--- src/rtl/uart_program_loader_if.sv ---
// uart_program_loader_if
//   Connects the program loader to its surroundings: the serial input, the
//   instruction-memory write port and the loader status flags.
//
//   master : the loader side. It takes uart_rx and drives everything else.
//   slave  : the memory/CPU side. It drives uart_rx and observes the rest.
//
//   Signals
//     uart_rx    serial input. Idle level is high.
//     mem_we     one-cycle write strobe to instruction memory
//     mem_addr   word address of the current write
//     mem_wdata  word being written
//     load_done  sticky. The program is loaded and the CPU may run.
//     frame_err  sticky. A stop-bit error has been seen.
//     byte_cnt   index of the next byte within the current word (debug)
interface uart_program_loader_if #(
    parameter int ADDR_WIDTH = 6
);
    logic                  uart_rx;
    logic                  mem_we;
    logic [ADDR_WIDTH-1:0] mem_addr;
    logic [31:0]           mem_wdata;
    logic                  load_done;
    logic                  frame_err;
    logic [1:0]            byte_cnt;

    modport master (
        input  uart_rx,
        output mem_we, mem_addr, mem_wdata, load_done, frame_err, byte_cnt
    );

    modport slave (
        output uart_rx,
        input  mem_we, mem_addr, mem_wdata, load_done, frame_err, byte_cnt
    );
endinterface

--- src/rtl/uart_program_loader.sv ---
// uart_program_loader
//   Boot-time program loader. It receives an 8N1 UART byte stream and packs
//   the bytes little-endian into 32-bit words. Each word is written to
//   consecutive instruction-memory cells, starting at address 0. After
//   CELL_NUMBERS words it raises load_done, which releases the CPU from hold.
//
//   Ports
//     clk   system clock. All logic runs on the rising edge.
//     rst   asynchronous reset, active low
//     bus   uart_program_loader_if.master, which carries:
//             uart_rx, mem_we, mem_addr, mem_wdata, load_done, frame_err,
//             byte_cnt
//
//   Parameters
//     CLKS_PER_BIT  clk cycles per UART bit. Must be 2 or more.
//     CELL_NUMBERS  number of words loaded before load_done
//     ADDR_WIDTH    width of mem_addr. Requires 2**ADDR_WIDTH >= CELL_NUMBERS.
module uart_program_loader #(
    parameter int CLKS_PER_BIT = 868,
    parameter int CELL_NUMBERS = 64,
    parameter int ADDR_WIDTH   = 6
) (
    input  logic                  clk,
    input  logic                  rst,
    uart_program_loader_if.master bus
);
    localparam int TIMER_W = (CLKS_PER_BIT > 1) ? $clog2(CLKS_PER_BIT) : 1;
    localparam logic [TIMER_W-1:0]    BIT_LAST  = TIMER_W'(CLKS_PER_BIT - 1);
    localparam logic [TIMER_W-1:0]    HALF_LAST = TIMER_W'(CLKS_PER_BIT / 2 - 1);
    localparam logic [ADDR_WIDTH-1:0] LAST_CELL = ADDR_WIDTH'(CELL_NUMBERS - 1);

    typedef enum logic [2:0] {
        ST_IDLE,
        ST_START,
        ST_DATA,
        ST_STOP,
        ST_WAIT_IDLE
    } rx_state_t;

    // ------------------------------------------------------------------
    // Input synchroniser. The flops reset to the line's idle level so that
    // the FSM does not see a phantom start bit when reset is released.
    // ------------------------------------------------------------------
    logic rx_meta;
    logic rx_s;

    always_ff @(posedge clk or negedge rst) begin
        if (!rst) begin
            rx_meta <= 1'b1;
            rx_s    <= 1'b1;
        end else begin
            // NOTE: non-blocking assignments make the two flops shift in one
            // edge. Blocking assignments would collapse them into a single
            // flop.
            rx_meta <= bus.uart_rx;
            rx_s    <= rx_meta;
        end
    end

    // ------------------------------------------------------------------
    // RX FSM. The START state checks the middle of the start bit. Every
    // later sample is taken one full bit period after the previous one, so
    // each sample lands near the centre of its bit.
    // ------------------------------------------------------------------
    rx_state_t          state;
    logic [TIMER_W-1:0] timer;
    logic [2:0]         bit_idx;
    logic [7:0]         shift_reg;
    logic [7:0]         byte_data;
    logic               byte_valid;
    logic               frame_err;

    always_ff @(posedge clk or negedge rst) begin
        if (!rst) begin
            state      <= ST_IDLE;
            timer      <= '0;
            bit_idx    <= '0;
            shift_reg  <= '0;
            byte_data  <= '0;
            byte_valid <= 1'b0;
            frame_err  <= 1'b0;
        end else begin
            byte_valid <= 1'b0;
            case (state)
                ST_IDLE: begin
                    if (!rx_s) begin
                        state <= ST_START;
                        timer <= '0;
                    end
                end
                ST_START: begin
                    if (timer == HALF_LAST) begin
                        timer   <= '0;
                        bit_idx <= '0;
                        // A line that is high again by mid-bit is a glitch,
                        // not a start bit.
                        state   <= rx_s ? ST_IDLE : ST_DATA;
                    end else begin
                        timer <= timer + 1'b1;
                    end
                end
                ST_DATA: begin
                    if (timer == BIT_LAST) begin
                        timer     <= '0;
                        shift_reg <= {rx_s, shift_reg[7:1]};
                        bit_idx   <= bit_idx + 1'b1;
                        if (bit_idx == 3'd7) state <= ST_STOP;
                    end else begin
                        timer <= timer + 1'b1;
                    end
                end
                ST_STOP: begin
                    if (timer == BIT_LAST) begin
                        timer <= '0;
                        if (rx_s) begin
                            byte_data  <= shift_reg;
                            byte_valid <= 1'b1;
                            state      <= ST_IDLE;
                        end else begin
                            // Bad stop bit. Drop the byte and wait for the
                            // line to go idle before arming for a new start
                            // bit.
                            frame_err <= 1'b1;
                            state     <= ST_WAIT_IDLE;
                        end
                    end else begin
                        timer <= timer + 1'b1;
                    end
                end
                ST_WAIT_IDLE: begin
                    if (rx_s) state <= ST_IDLE;
                end
                default: state <= ST_IDLE;
            endcase
        end
    end

    // ------------------------------------------------------------------
    // Word assembly and memory write. The write strobe comes from the fourth
    // byte_valid. The word index then advances on the cycle after the
    // strobe.
    // ------------------------------------------------------------------
    logic [23:0]           word_buf;
    logic [1:0]            byte_cnt;
    logic [ADDR_WIDTH-1:0] word_idx;
    logic                  mem_we;
    logic [ADDR_WIDTH-1:0] mem_addr;
    logic [31:0]           mem_wdata;
    logic                  load_done;

    always_ff @(posedge clk or negedge rst) begin
        if (!rst) begin
            // NOTE: word_buf is a plain register, not a memory array. It is
            // reset together with the other state so that a word cut off by
            // reset cannot leak bytes into the next load.
            word_buf  <= '0;
            byte_cnt  <= '0;
            word_idx  <= '0;
            mem_we    <= 1'b0;
            mem_addr  <= '0;
            mem_wdata <= '0;
            load_done <= 1'b0;
        end else begin
            mem_we <= 1'b0;

            if (byte_valid && !load_done) begin
                byte_cnt <= byte_cnt + 1'b1;
                if (byte_cnt == 2'd3) begin
                    mem_we    <= 1'b1;
                    mem_wdata <= {byte_data, word_buf};
                    mem_addr  <= word_idx;
                end else begin
                    word_buf[8*byte_cnt +: 8] <= byte_data;
                end
            end

            if (mem_we) begin
                if (word_idx == LAST_CELL) begin
                    word_idx  <= '0;
                    mem_addr  <= '0;
                    load_done <= 1'b1;
                end else begin
                    word_idx <= word_idx + 1'b1;
                end
            end
        end
    end

    assign bus.mem_we    = mem_we;
    assign bus.mem_addr  = mem_addr;
    assign bus.mem_wdata = mem_wdata;
    assign bus.load_done = load_done;
    assign bus.frame_err = frame_err;
    assign bus.byte_cnt  = byte_cnt;
endmodule
--- src/flat_wrapper.sv ---
// flat-port wrapper written by rule: the top's interface ports become plain ports
module uart_program_loader_flat 
#(
    parameter int CLKS_PER_BIT = 868,
    parameter int CELL_NUMBERS = 64,
    parameter int ADDR_WIDTH   = 6
)
  (clk, rst, bus_uart_rx, bus_mem_we, bus_mem_addr, bus_mem_wdata, bus_load_done, bus_frame_err, bus_byte_cnt);
  uart_program_loader_if #(.ADDR_WIDTH(ADDR_WIDTH)) bus_i ();
  input  logic clk;
  input  logic rst;
  input wire logic [$bits(bus_i.uart_rx)-1:0] bus_uart_rx;
  output wire logic [$bits(bus_i.mem_we)-1:0] bus_mem_we;
  output wire logic [$bits(bus_i.mem_addr)-1:0] bus_mem_addr;
  output wire logic [$bits(bus_i.mem_wdata)-1:0] bus_mem_wdata;
  output wire logic [$bits(bus_i.load_done)-1:0] bus_load_done;
  output wire logic [$bits(bus_i.frame_err)-1:0] bus_frame_err;
  output wire logic [$bits(bus_i.byte_cnt)-1:0] bus_byte_cnt;
  assign bus_i.uart_rx = bus_uart_rx;
  assign bus_mem_we = bus_i.mem_we;
  assign bus_mem_addr = bus_i.mem_addr;
  assign bus_mem_wdata = bus_i.mem_wdata;
  assign bus_load_done = bus_i.load_done;
  assign bus_frame_err = bus_i.frame_err;
  assign bus_byte_cnt = bus_i.byte_cnt;
  uart_program_loader #(.CLKS_PER_BIT(CLKS_PER_BIT), .CELL_NUMBERS(CELL_NUMBERS), .ADDR_WIDTH(ADDR_WIDTH)) u_core (.clk(clk), .rst(rst), .bus(bus_i));
endmodule
--- config.mk ---
export PLATFORM = sky130hd
export DESIGN_NAME = uart_program_loader_flat
export DESIGN_NICKNAME = d
export VERILOG_FILES = /design/src/rtl/uart_program_loader_if.sv /design/src/rtl/uart_program_loader.sv /design/src/flat_wrapper.sv
export SDC_FILE = /design/constraint.sdc
export NUM_CORES = 1
export LEC_CHECK = 0
export CAP_MARGIN = 0
export CORE_MARGIN = 5
export CORE_UTILIZATION = 50
export CTS_CLUSTER_DIAMETER = 120
export CTS_CLUSTER_SIZE = 28
export DETAILED_ROUTE_END_ITERATION = 10
export GPL_TIMING_DRIVEN = 0
export PLACE_DENSITY = 0.72
export SLEW_MARGIN = 30
export SYNTH_ARGS = -nofsm -noshare
export SYNTH_HDL_FRONTEND = slang
export SYNTH_SLANG_ARGS = --single-unit
--- constraint.sdc ---
create_clock -name clk -period 5.9 [get_ports clk]
set_clock_uncertainty 0.15 [all_clocks]
set_input_delay 1.475 -clock clk [delete_from_list [all_inputs] [get_ports clk]]
set_output_delay 1.475 -clock clk [all_outputs]
set_load 0.005 [all_outputs]
==> results of run 1 <==
## layer usage
layer  wire (microns)  vias up  track usage
li1                 -     1665            -
met1             4210     1671        0.229
met2             4530       68        0.298
met3              365       13       0.0374
met4              148        0       0.0555
met5                0        -            0
## metrics by stage
stage           util  std cells  TNS (ps)
4_1_cts        0.597        635         0
3_3_place_gp   0.570        618    -80210
5_1_grt        0.597        635         0
6_report       0.597        635         0
2_1_floorplan      -        462         0
3_5_place_dp   0.572        619         0
## worst register-to-register path, cell delays in order (launching register included)
cell and delay [ps]:
dfrtp_1 480, inv_1 170, ha_1 370, nor3b_1 760, nand2_1 110, o21ai_0 210
## final cells by class
cell class              instances  area [sq um]
inverters                       8          30.0
flip-flops and latches        108          2710
clock buffers                  11           141
repair buffers                 46           472
plain buffers                  19          82.6
fillers                       763          3650
multi-input cells             327          1760
clock inverters                 5          85.1
well taps                     111           139
## worst min-delay path by stage
stage / endpoint / cells after the start / start / slack [ps]
6_report: u_core.rx_s / 0 / u_core.rx_meta / 200
3_3_place_gp: u_core.rx_s / 0 / u_core.rx_meta / 200
5_1_grt: u_core.rx_s / 0 / u_core.rx_meta / 210
4_1_cts: u_core.rx_s / 0 / u_core.rx_meta / 200
3_5_place_dp: u_core.rx_s / 0 / u_core.rx_meta / 200
2_1_floorplan: u_core.rx_s / 0 / u_core.rx_meta / 200
## cells in the mapped netlist, types with 2 or more instances
| master | instances |
|---|---|
| buf_1 | 2 |
| nor3b_1 | 5 |
| o221ai_1 | 2 |
| or3_1 | 3 |
| mux2_2 | 18 |
| nand4bb_1 | 2 |
| dfrtp_1 | 106 |
| clkbuf_1 | 13 |
| o211ai_1 | 12 |
| dfstp_2 | 2 |
| ha_1 | 10 |
| xnor2_1 | 4 |
| nor4_1 | 3 |
| nand2_1 | 182 |
| nand3_1 | 6 |
| o21ai_0 | 30 |
| inv_1 | 8 |
| nand4_1 | 5 |
| a22o_1 | 2 |
| and3_1 | 3 |
| buf_2 | 3 |
| nor2_1 | 8 |
| or2_2 | 3 |
| nor3_1 | 2 |
| a21oi_1 | 12 |
## where the power goes
part | switching (W) | total (W) | internal [W]
Sequential | 0.000000193 | 0.000741 | 0.000741
Combinational | 0.0000148 | 0.0000177 | 0.00000289
Clock | 0.000245 | 0.000498 | 0.000253
## logic make-up (layout without fill, tap and decap cells)
kind of cell	count (synthesis)	in the layout
buf+inv	27	89
xor+xnor	5	5
mux	18	18
flops	108	108
fa+ha+maj	10	10
compound gates	67	67
simple gates	227	227
==> summary.md, run 1 <==
| Metric | Value |
|---|---|
| Largest net degree at the start of global routing | `68` |
| CP startpoint | `u_core.bus.byte_cnt[0]` |
| Post-layout net count | `532` |
| Required @ worst endpoint | `4280 ps` |
| TritonRoute pass-1 iters | `4` |
| Critical path class | `reg -> out` |
| Skew-Pair Late Insertion Delay | `360 ps` |
| FF-to-FF End | `u_core.word_buf[4]` |
| Commonest non-fill, non-tap cell in the layout | `nand2_1` |
| F_max | `332 MHz` |
| Max Fanout on Critical Path | `6` |
| R2R Setup Slk | `3570 ps` |
| Global-route wire length before repair | `16.0 mm` |
| Cts bufs inserted | `9` |
| GRT Total Usage | `0.177` |
| Critical Path AT | `1390 ps` |
| Post-synthesis average cell area | `9.90 sq um` |
| TritonCTS Sinks | `108` |
| Crit path max-delay family | `buffers and inverters` |
| Critical Path Source Type | `flop` |
| Number of flip-flops in the largest register | `32` |
| CP endpoint kind | `output port` |
| Vias in the first global route | `3373` |
| H-tree levels | `3` |
| Final HPWL DP | `6.58 mm` |
| DR iter-0 viols | `163` |
| Max cap viols | `0` |
| Die Ht | `106 microns` |
| CP Buf/Inv Count | `1` |
| Slew headroom | `0.382` |
| Area leader, netlist | `dfrtp_1` |
| Compound-Gate Fraction of Synth Area | `0.0897` |
| Top cell type's share of synthesized area | `0.580` |
| Worst r2r src | `u_core.bus.byte_cnt[0]` |
| Final Hold Fails | `0` |
| CTS clk-pin slew, worst paths | `100 ps` |
| Die width | `106 microns` |
| Cell Area, Placed | `5180 sq um` |
| Clock period minus worst slack | `3010 ps` |
| Mapped Cells | `462` |
| Layout cells sized above 1 | `0.0916` |
| Fin worst setup slack | `2890 ps` |
| Main combinational cell family by area after synthesis | `simple AND/OR/NAND/NOR gates` |
| # diodes | `0` |
| Grt ovf | `0` |
| Sequential fraction of the synthesis area | `0.591` |
| Post-CTS Setup Bufs | `0` |
| CTS Buffer Depth | `2` |
| Post-synthesis net count | `475` |
| Largest stage delay on the critical path | `550 ps` |
| Slowest library cell on the worst path | `clkdlybuf4s50_1` |
| Initial antenna violation count | `0` |
| Layout area overhead | `18.3%` |
| Post-Synth XOR/XNOR Area | `0.00957` |
| Post-synth EDFFs | `0` |
| Syn. warnings | `0` |
| Root Buffer | `clkbuf_8` |
| Wire length per cell | `14.6 microns` |
| Post-synth cell types | `41` |
| PD cells | `232 nW/um^2` |
| Biggest regs | `u_core.bus.mem_wdata x32, u_core.word_buf x24, u_core.timer x10` |
| Pins Over Slew Limit | `0` |
| Row count | `35` |
| Cell Area, Synth | `4570 sq um` |
| Final setup violating endpoints | `0` |
| Flops & latches, synth | `108` |
| Placement Setup Slack | `3280 ps` |
| Worst min path class | `reg -> reg` |
| Mux contribution to synthesized area | `0.0443` |
| Biggest register | `u_core.bus.mem_wdata` |
| Synthesized-area fraction occupied by adder cells | `0.0274` |
| Routed Antenna Nets | `0` |
| Vias per std cell | `5.38` |
| Vias | `3417` |
| Post-CTS Hold Buffers | `0` |
| Ports | `46` |
| Crit path depth | `1` |
| CTS tree | `done` |
| Commonest non-fill, non-tap cells in the layout | `nand2_1 (182), dfrtp_1 (106), clkdlybuf4s50_1 (44)` |
| Synth Flop Type | `dfrtp_1` |
| Final hold slack | `202 ps` |
| Total Die Area | `11200 sq um` |
| Final instance area | `5410 sq um` |
| RSZ-0062 raised after global routing | `false` |
| Worst-margin pin slew | `925 ps` |
| GP Congestion | `0.885` |
| Peak supply drop | `0.000106 V` |
| Remaining DRCs | `0` |
| Synth async-reset ratio | `1.00` |
| Simple-Gate Fraction of Synth Area | `0.213` |
| R2R depth | `5` |
| Status | `complete, no violations` |
| CORE AREA | `9060 sq um` |
| Initial Util | `0.505` |
| Final period util | `0.511` |
| CP endpoint | `bus_byte_cnt[0]` |
| Port Buffers | `45` |
| DRT Wirelength | `9.25 mm` |
| LEAKAGE | `2.56 nW` |
| Total Power | `0.00126 W` |
| CP cell instances | `clkdlybuf4s50_1` |
| # resized after CTS | `0` |
| Top cells by area, synth | `dfrtp_1 (58%), nand2_1 (15%), mux2_2 (4.4%)` |
No activity file was read; power rests on OpenSTA's default activity.
==> run 2: changes to the inputs <==
Clock period 5.9 ns to 2.8 ns, I/O delays scaled along.
==> results of run 2 <==
The final DEF is identical to that of run 1. Status: complete, no violations.
Main changes from that run: setup slack after placement 3280 ps -> 547 ps; setup slack after layout 2890 ps -> 470 ps; hold slack 202 ps -> 164 ps; end point of the critical path bus_byte_cnt[0] -> u_core.word_buf[4]; register-to-register setup slack 3570 ps -> 470 ps; total power 0.00126 W -> 0.00265 W; worst IR drop on VDD 0.000106 V -> 0.000224 V
==> run 3: changes to the inputs <==
Settings changed: PLACE_DENSITY 0.72 to 0.75.
Clock period 2.8 ns to 1.95 ns, I/O delays scaled along.
==> run 3 against run 2 <==
Net effect: the flow now finishes with violations (negative setup slack); worst setup slack lost 570 ps; worst hold slack gained 49 ps; wire length grew 7.0%; sequential share of layout area shrank 3.0 points; total power grew 37%; register-to-register slack lost 570 ps; sequential power grew 44%; largest cell class unchanged; largest power group unchanged.
==> summary.md, run 3 (same netlist as run 1, synthesis figures left out) <==
| Metric | Value |
|---|---|
| Status | `finished with violations` |
| Violated checks | `negative setup slack` |
| Final cell count without fillers | `654` |
| Die Ht | `106 microns` |
| Row count | `35` |
| Worst r2r src | `u_core.timer[2]` |
| Fin worst setup slack | `-98.5 ps` |
| Largest net degree at the start of global routing | `70` |
| CTS clk-pin slew, worst paths | `90 ps` |
| Final core occ | `0.636` |
| Worst-margin pin slew | `624 ps` |
| Skew-Pair Late Insertion Delay | `370 ps` |
| Initial antenna violation count | `0` |
| Critical path class | `reg -> reg` |
| # diodes | `0` |
| Required @ worst endpoint | `2040 ps` |
| Critical Path Source Type | `flop` |
| Ports | `46` |
| Final period util | `1.05` |
| Biggest register | `u_core.bus.mem_wdata` |
| Peak supply drop | `0.000369 V` |
| Layout area overhead | `26.0%` |
| Vias per std cell | `5.36` |
| Largest stage delay on the critical path | `430 ps` |
| Slowest library cell on the worst path | `or3b_4` |
| RSZ-0062 raised after global routing | `true` |
| Critical Path AT | `2140 ps` |
| Global-route wire length before repair | `16.1 mm` |
| Max cap viols | `0` |
| Placement Setup Slack | `-315 ps` |
| CP endpoint kind | `flop` |
| Cts bufs inserted | `9` |
| Setup TNS | `-333 ps` |
| Remaining DRCs | `0` |
| Routed Antenna Nets | `0` |
| Initial Util | `0.505` |
| Die width | `106 microns` |
| Pins Over Slew Limit | `0` |
| CTS tree | `done` |
| CP cell instances | `or3b_4 -> o311a_1 -> buf_6 -> buf_4 -> o221ai_2 -> o211ai_1` |
| Clock period minus worst slack | `2050 ps` |
| Max Fanout on Critical Path | `6` |
| Number of flip-flops in the largest register | `32` |
| Total Power | `0.00363 W` |
| TritonCTS Sinks | `108` |
| CP startpoint | `u_core.timer[2]` |
| Port Buffers | `45` |
| Biggest regs | `u_core.bus.mem_wdata x32, u_core.word_buf x24, u_core.timer x10` |
| H-tree levels | `3` |
| CTS Buffer Depth | `2` |
| Post-layout net count | `551` |
| Commonest non-fill, non-tap cell in the layout | `nand2_1` |
| F_max | `488 MHz` |
| DR iter-0 viols | `175` |
| Root Buffer | `clkbuf_8` |
| Wire length per cell | `15.1 microns` |
| Slew headroom | `0.584` |
| Vias in the first global route | `3418` |
| LEAKAGE | `2.77 nW` |
| PD cells | `630 nW/um^2` |
| Commonest non-fill, non-tap cells in the layout | `nand2_1 (179), dfrtp_1 (102), clkdlybuf4s50_1 (42)` |
| Final HPWL DP | `6.45 mm` |
| CORE AREA | `9060 sq um` |
| Vias | `3506` |
| Hold_sp | `u_core.rx_meta` |
| Final setup violating endpoints | `8` |
| Worst min path class | `reg -> reg` |
| Placed Cells | `619` |
| Final Hold Fails | `0` |
| Grt ovf | `0` |
| GP Congestion | `0.877` |
| Total Die Area | `11200 sq um` |
| Layout cells sized above 1 | `0.180` |
| DRT Wirelength | `9.90 mm` |
| TritonRoute pass-1 iters | `4` |
| GRT Total Usage | `0.178` |
==> run 3: cell types whose count changed in the layout (fill, tap and decap cells not counted), sizes merged <==
cell,previous run,this run
dlygate4sd3,0,1
clkdlybuf4s50,44,42
bufinv,2,1
clkinvlp,1,2
buf,8,30
dlymetal6s2s,0,2
clkbuf,24,20
==> run 3: what timing repair did <==
action / in CTS / in global routing
endpoints found under the hold margin: 59 / 0
endpoints found under the setup margin: 75 / 76
pin swaps: 10 / 18
resized for setup: 23 / 41
hold buffers: 1 / 0
setup buffers: 11 / 11
==> run 3: metrics by stage <==
stage                     instance area [sq um]  hold WS (ps)
after floorplan                            4610          41.9
after CTS                                  5590           216
after detailed placement                   5220           199
final                                      5770           213
after global routing                       5770           221
after global placement                     5190           199
==> run 3: per-layer routing <==
layer	vias to the layer above	wire [microns]	share of wire	global-route usage
li1	1703	-	-	-
met1	1709	4290	0.43	0.230
met4	0	149	0.015	0.0814
met2	80	5080	0.51	0.296
met3	14	380	0.038	0.0269
met5	-	0	0	0
==> run 3: path summary, 6_finish.rpt <==
kind / end / slack [ps] / depth (start not counted)
setup reg to reg: u_core.timer[7] / -100 / 6
setup / recovery: u_core.timer[7] / -100 / 6
min in group asynchronous: u_core.bus.mem_addr[5] / 540 / 2
hold / removal: u_core.rx_s / 210 / 0
hold reg to reg: u_core.rx_s / 210 / 0
max in group asynchronous: u_core.shift_reg[0] / 470 / 3
==> run 3: final cells by class <==
| class | count | area, sq um |
|---|---|---|
| Fill cell | 689 | 3300 |
| Sequential cell | 108 | 2710 |
| Multi-Input combinational cell | 327 | 1930 |
| Timing Repair Buffer | 69 | 664 |
| Tap cell | 111 | 139 |
| Clock buffer | 11 | 131 |
| Buffer | 15 | 93.8 |
| Clock inverter | 5 | 60.1 |
| Inverter | 8 | 33.8 |
==> run 3: power by group <==
group | leakage [nW] | total [W] | internal (W) | switching [W]
Sequential | 1.48 | 0.00224 | 0.00224 | 0.000000793
Clock | 0.0939 | 0.00134 | 0.000600 | 0.000736
Combinational | 1.19 | 0.0000561 | 0.0000100 | 0.0000461
Total | 2.77 | 0.00363 | 0.00285 | 0.000783
==> run 3: critical path: cells and delay by family (launching register included) <==
kind,cells,cell delay [ps]
flops,1,400
compound gates,3,650
simple gates,1,430
buf+inv,2,290
